**src/rtl/datapath_controller.sv**
```systemverilog
// Multi-cycle control unit for the 16-bit datapath.
// Fetches from a synchronous ROM, decodes, and drives all datapath controls.
module datapath_controller #(
  parameter int          PC_W     = 7,
  parameter logic [2:0]  ALU_PASS = 3'd0,
  parameter logic [2:0]  ALU_ADD  = 3'd1,
  parameter logic [2:0]  ALU_SUB  = 3'd2
) (
  input  logic            clk,
  input  logic            rst_n,
  input  logic [15:0]     I_data,
  output logic [PC_W-1:0] I_addr,
  output logic            I_rd,
  output logic [7:0]      D_Addr,
  output logic            D_wr,
  output logic            RF_s,
  output logic [3:0]      RF_W_addr,
  output logic            RF_W_en,
  output logic [3:0]      RF_Ra_addr,
  output logic [3:0]      RF_Rb_addr,
  output logic [2:0]      Alu_s0,
  output logic [PC_W-1:0] PC,
  output logic [15:0]     IR,
  output logic [3:0]      state,
  output logic            halted
);

  typedef enum logic [3:0] {
    S_INIT   = 4'd0,
    S_FETCH  = 4'd1,
    S_DECODE = 4'd2,
    S_LOAD_A = 4'd3,
    S_LOAD_B = 4'd4,
    S_STORE  = 4'd5,
    S_ADD    = 4'd6,
    S_SUB    = 4'd7,
    S_HALT   = 4'd8
  } state_t;

  state_t          st_q;
  state_t          st_d;
  logic [PC_W-1:0] pc_q;
  logic [15:0]     ir_q;
  logic [3:0]      op;

  assign op = I_data[15:12];

  always_ff @(posedge clk or negedge rst_n) begin
    if (!rst_n) begin
      st_q <= S_INIT;
    end else begin
      st_q <= st_d;
    end
  end

  // PC advances when leaving FETCH; IR captures ROM data in DECODE
  always_ff @(posedge clk or negedge rst_n) begin
    if (!rst_n) begin
      pc_q <= '0;
      ir_q <= '0;
    end else begin
      if (st_q == S_FETCH) begin
        pc_q <= pc_q + PC_W'(1);
      end
      if (st_q == S_DECODE) begin
        ir_q <= I_data;
      end
    end
  end

  always_comb begin
    st_d = S_INIT;
    case (st_q)
      S_INIT:   st_d = S_FETCH;
      S_FETCH:  st_d = S_DECODE;
      S_DECODE: begin
        unique case (1'b1)
          (op == 4'd1): st_d = S_STORE;
          (op == 4'd2): st_d = S_LOAD_A;
          (op == 4'd3): st_d = S_ADD;
          (op == 4'd4): st_d = S_SUB;
          (op == 4'd5): st_d = S_HALT;
          default:      st_d = S_FETCH;
        endcase
      end
      S_LOAD_A: st_d = S_LOAD_B;
      S_LOAD_B: st_d = S_FETCH;
      S_STORE:  st_d = S_FETCH;
      S_ADD:    st_d = S_FETCH;
      S_SUB:    st_d = S_FETCH;
      S_HALT:   st_d = S_HALT;
      default:  st_d = S_INIT;
    endcase
  end

  always_comb begin
    I_rd       = 1'b0;
    D_Addr     = 8'd0;
    D_wr       = 1'b0;
    RF_s       = 1'b0;
    RF_W_addr  = 4'd0;
    RF_W_en    = 1'b0;
    RF_Ra_addr = 4'd0;
    RF_Rb_addr = 4'd0;
    Alu_s0     = ALU_PASS;
    halted     = 1'b0;
    case (st_q)
      S_FETCH: I_rd = 1'b1;
      S_STORE: begin
        D_Addr     = ir_q[11:4];
        RF_Ra_addr = ir_q[3:0];
        D_wr       = 1'b1;
      end
      S_LOAD_A, S_LOAD_B: begin
        D_Addr    = ir_q[11:4];
        RF_s      = 1'b1;
        RF_W_addr = ir_q[3:0];
        RF_W_en   = (st_q == S_LOAD_B);
      end
      S_ADD, S_SUB: begin
        RF_Ra_addr = ir_q[11:8];
        RF_Rb_addr = ir_q[7:4];
        RF_W_addr  = ir_q[3:0];
        RF_W_en    = 1'b1;
        Alu_s0     = (st_q == S_ADD) ? ALU_ADD : ALU_SUB;
      end
      S_HALT: halted = 1'b1;
      default: ;
    endcase
  end

  assign I_addr = pc_q;
  assign PC     = pc_q;
  assign IR     = ir_q;
  assign state  = st_q;

endmodule
```
**config.mk**
```make
export PLATFORM = sky130hd
export DESIGN_NAME = datapath_controller
export DESIGN_NICKNAME = d
export VERILOG_FILES = /design/src/rtl/datapath_controller.sv
export SDC_FILE = /design/constraint.sdc
export NUM_CORES = 1
export LEC_CHECK = 0
export CAP_MARGIN = 15
export CELL_PAD_IN_SITES_DETAIL_PLACEMENT = 0
export CELL_PAD_IN_SITES_GLOBAL_PLACEMENT = 2
export CORE_ASPECT_RATIO = 1.25
export CORE_UTILIZATION = 23
export DETAILED_ROUTE_END_ITERATION = 16
export MAX_ROUTING_LAYER = met4
export PLACE_DENSITY_LB_ADDON = 0.1
export SKIP_LAST_GASP = 1
export SLEW_MARGIN = 20
export SYNTH_ARGS = -nofsm -noshare
export SYNTH_HDL_FRONTEND = slang
export SYNTH_SLANG_ARGS = --single-unit
```
**constraint.sdc**
```tcl
create_clock -name clk -period 2.1 [get_ports clk]
set_clock_uncertainty 0.05 [all_clocks]
set_input_delay 0.42 -clock clk [delete_from_list [all_inputs] [get_ports clk]]
set_output_delay 0.42 -clock clk [all_outputs]
set_load 0.1 [all_outputs]
```
## After elaboration in Yosys (flattened, before gate mapping)

Cells that the tools add are included.

- Flip-flop bits (word level): 27
- Output and inout port bits: 62
- Logic and storage cells: 36

- $add $sub $neg: 1
- Equality and inequality tests: 13
- Muxes and demuxes: 13
- Reduce and logical (&&, ||, !) cells: 6

Operators by type and width:

| operator | count |
|---|---|
| 4-bit case mux with 5 select lines | 2 |
| 4-bit by 3-bit equality test with 1-bit output (second input constant) | 6 |
| 4-bit by 2-bit equality test with 1-bit output (second input constant) | 4 |
| 4-bit by 1-bit equality test with 1-bit output (second input constant) | 2 |
| 4-bit 2-to-1 mux | 2 |
| 8-bit 2-to-1 mux | 1 |
| 4-bit case mux with 2 select lines | 1 |
| 7-bit by 1-bit adder with 7-bit output (second input constant) | 1 |
| 5-bit OR reduction | 1 |
| 4-bit equality test (second input constant) | 1 |
| 4-bit logical NOT | 1 |
| 1-bit 2-to-1 mux | 4 |
| 2-bit 2-to-1 mux | 2 |
| 2-bit OR reduction | 2 |
| 4-bit OR reduction | 1 |
| 3-bit OR reduction | 1 |
| 1-bit case mux with 2 select lines | 1 |

## Longest topological paths before layout

- Depth in word-level cells: 3
- Depth in mapped cells: 4
- Mapped depth without buffers: 4

## Least setup slack after synthesis

No wires, ideal clock.

- Kind: register to output
- Start point: register st_q[3] (netlist: state[3])
- End point: output port halted
- Arrival time: 4,561 ps
- Data required time: 1,630 ps
- Slack: -2,931 ps
- Cell stages (with the launch flop): 3
- Path buffers: 1
- Path through: dfrtp_1 buf_2 nor4b_1

- Cells in the longest elaborated chain, start to end: 2

RTL lines:

| element | RTL line | text |
|---|---|---|
| start, declared | 40 | `state_t st_q;` |
| start signal, assigned | 52 | `st_q <= st_d;` |
| 4-bit equality test | 107 | `case (st_q)` |
| 1-bit 2-to-1 mux | 107 |  |
| end, declared | 25 | `output logic halted` |

No other way between the ends.

## Worst setup path in the final report

- Start point: register st_q[2] (netlist: state[2])
- End point: output port D_Addr[5]

- Cells in the longest elaborated chain, start to end: 3
- Elaborated cells between the ends (all ways): 5

RTL lines:

| element | RTL line | text |
|---|---|---|
| 4-bit by 3-bit equality test with 1-bit output or 4-bit by 2-bit equality test with 1-bit output (tied branches) | 107 |  |
| 3-bit OR reduction (no source line) * | - |  |
| 8-bit 2-to-1 mux * | 107 |  |
| end, declared | 14 | `output logic [7:0] D_Addr,` |

Mark *: on every way between the ends. The rest lies on a longest branch, timed or not.

==> impl_metrics.env <==
export IMPL_status="complete, but fails checks"
export IMPL_violations="negative setup slack"
export IMPL_cts_reportedPaths_clkPinSlew_ns=0.09
export IMPL_portBuffers=78
export IMPL_max_freq_mhz=470.9
export IMPL_clk_path_buf_depth=2
export IMPL_fin_nets=233
export IMPL_cp_data_required_time_ns=1.63
export IMPL_finalHoldViolations=0
export IMPL_dpl_worst_slack_ns=0.1966
export IMPL_pin_count=80
export IMPL_synthCells=123
export IMPL_grt_first_pass_wirelength_mm=7.107
export IMPL_ys_ff_latch=27
export IMPL_synth_edff_count=0
export IMPL_drc=0
export IMPL_cts_buffers=3
export IMPL_fp_dieH_um=92.00
export IMPL_whs_ns=0.4587
export IMPL_antenna_found_initial=0
export IMPL_yosysTopAreaCellShare=0.4534
export IMPL_async_flop_share=1.000
export IMPL_cts_root_buf="clkbuf_8"
export IMPL_dieArea_mm2=0.006807
export IMPL_cap_violations=0
export IMPL_rsz0062_at_grt="true"
export IMPL_areaGrowthSynthToFinish_pct=95.97
export IMPL_synthFlopType="dfrtp_1"
export IMPL_ys_types=33
export IMPL_wirelength_mm=4.423
export IMPL_grt_max_degree=28
export IMPL_core_area_mm2=0.006206
export IMPL_cts_tree="done"
export IMPL_vias=1268
export IMPL_path_class="reg -> out"
export IMPL_slew_violations=0
export IMPL_grt_pass1_vias=1360
export IMPL_ctsHoldBuffers=0
export IMPL_rows=32
export IMPL_post_drt_via_cell_ratio=4.255
export IMPL_drtIter0Drc=26
export IMPL_netlist_area_mm2=0.001490
export IMPL_min_period_ns=2.124
export IMPL_setup_ws_ns=-0.02371
export IMPL_critPathSlowestCell="dfrtp_4"
export IMPL_layout_drive_gt1_share=0.6714
export IMPL_crit_family="flip-flops"
export IMPL_drt_pre_antenna_iters=4
export IMPL_yosysSeqAreaShare=0.4534
export IMPL_gp_congestion=0.6848
export IMPL_grtUsageTotal=0.1448
export IMPL_cp_max_fo=8
export IMPL_clock_latency_ns=0.27
export IMPL_diodes=0
export IMPL_ant_nets=0
export IMPL_hold_path_class="reg -> reg"
export IMPL_finalNonFillerCells=298
export IMPL_initial_core_util=0.2401
export IMPL_startpoint_type="flop"
export IMPL_setup_viol=8
export IMPL_synth_nets=142
export IMPL_synth_top_area_cell="dfrtp_1"
export IMPL_critical_path_max_stage_delay_ns=0.51
export IMPL_htree_levels=1
export IMPL_synthTopCellsByArea="dfrtp_1, mux2_4, and2_1, mux2_2, buf_4"
export IMPL_die_x_um=74.00
export IMPL_wl_per_cell_um=14.84
export IMPL_period_share=1.011
export IMPL_place_hpwl_mm=3.331
export IMPL_dp_cells=285
export IMPL_yosys_warnings=0
export IMPL_end_kind="output port"
export IMPL_cts_sinks=27
export IMPL_path_common_cell="buf_12"
export IMPL_avgSynthCellArea_um2=12.12
export IMPL_grt_overflow_total=0
export IMPL_crit_buf_inv=2
export IMPL_crit_chain="nand3b_1 > a21oi_4 > buf_12 > and2_4 > buf_12"
export IMPL_arrival_ns=1.65
[cells by family (layout without fill, tap and decap cells)]
family,after synthesis,in the layout,synth area share
AO/OA/AOI/OAI,13,13,0.06549
XOR/XNOR,7,7,0.04114
adder cells (fa/ha/maj),1,1,0.008395
buffers and inverters,16,106,0.07472
flip-flops,27,27,0.4534
multiplexers,18,18,0.1553
other,1,1,0.002516
AND/OR/NAND/NOR,40,40,0.1990
[synth_stat cells (2+ instances only)]
| cell type | instances |
|---|---|
| xnor2_1 | 5 |
| a22o_1 | 4 |
| a21oi_1 | 4 |
| a31o_2 | 2 |
| mux2_4 | 8 |
| dfrtp_1 | 27 |
| buf_4 | 9 |
| nor2b_1 | 2 |
| and3_1 | 2 |
| nand4_1 | 3 |
| nor2_1 | 2 |
| nand2_1 | 2 |
| buf_6 | 2 |
| nand2b_1 | 2 |
| buf_2 | 2 |
| xor2_1 | 2 |
| and2_1 | 17 |
| nor3b_2 | 2 |
| mux2_2 | 9 |
| nor4b_4 | 2 |
| inv_1 | 3 |
[per-stage QoR]
step	util	TNS (ns)	instance area, um2
3_5_place_dp	0.4433	0	2751
5_1_grt	0.4706	-1.464	2920
6_report	0.4706	-0.1395	2920
4_1_cts	0.4637	-0.5829	2878
2_1_floorplan	-	-11.50	1659
3_3_place_gp	0.4433	0	2751
[final timing paths]
kind                           start   endpoint  slack (ns)  cells after the start
min in group asynchronous      rst_n  I_addr[6]        0.47                      2
hold / removal             I_addr[6]  I_addr[6]        0.46                      1
setup reg to reg            state[3]      IR[3]        0.25                      4
hold reg to reg            I_addr[6]  I_addr[6]        0.46                      1
setup / recovery            state[2]  D_Addr[5]       -0.02                      5
max in group asynchronous      rst_n   state[1]        1.23                      2
[layout make-up]
type	instances	area, um2
Timing Repair Buffer	99	1205
Multi-Input combinational cell	80	858.3
Clock buffer	4	45.04
Tap cell	85	106.4
Fill cell	577	3286
Inverter	3	15.01
Sequential cell	27	690.7
[repair_timing]
| item | 4_1_cts | 5_1_grt |
|---|---|---|
| setup endpoints to repair | 22 | 25 |
| gates resized for setup | 4 | 10 |
| buffers inserted | 7 | 3 |
| pin swaps | 1 | 4 |
[state kept, by name, indices dropped and copies added, names as in the netlist]
signal / flops
state: 4
I_addr: 7
IR: 16
[layout by cell type (no fill, tap or decap), drive strengths merged]
cell type	instances
clkinvlp	1
nor2	2
buf	82
ha	1
and3	2
conb	1
nor3b	2
nor4b	3
nand2b	2
mux2i	1
a31o	2
dfrtp	27
clkbuf	4
a21oi	4
mux2	17
and2	17
nand4	3
o211a	1
nor2b	2
xor2	2
inv	2
or3b	1
nand3b	1
nor3	1
a41o	1
xnor2	5
nor4bb	1
clkdlybuf4s50	17
o21ai	1
a22o	4
or3	1
nand2	2
[per-layer routing]
metal | up-vias | share of wire | GRT usage | routed length [um]
met4 | 0 | 0.025 | 0.05609 | 109
met5 | - | 0 | - | 0
met2 | 48 | 0.53 | 0.2394 | 2344
met1 | 613 | 0.40 | 0.1733 | 1749
met3 | 8 | 0.050 | 0.02308 | 220
li1 | 599 | - | - | -
Power is not shown: default switching activity piles up to over one toggle a cycle in this logic, so the estimate is an artifact.
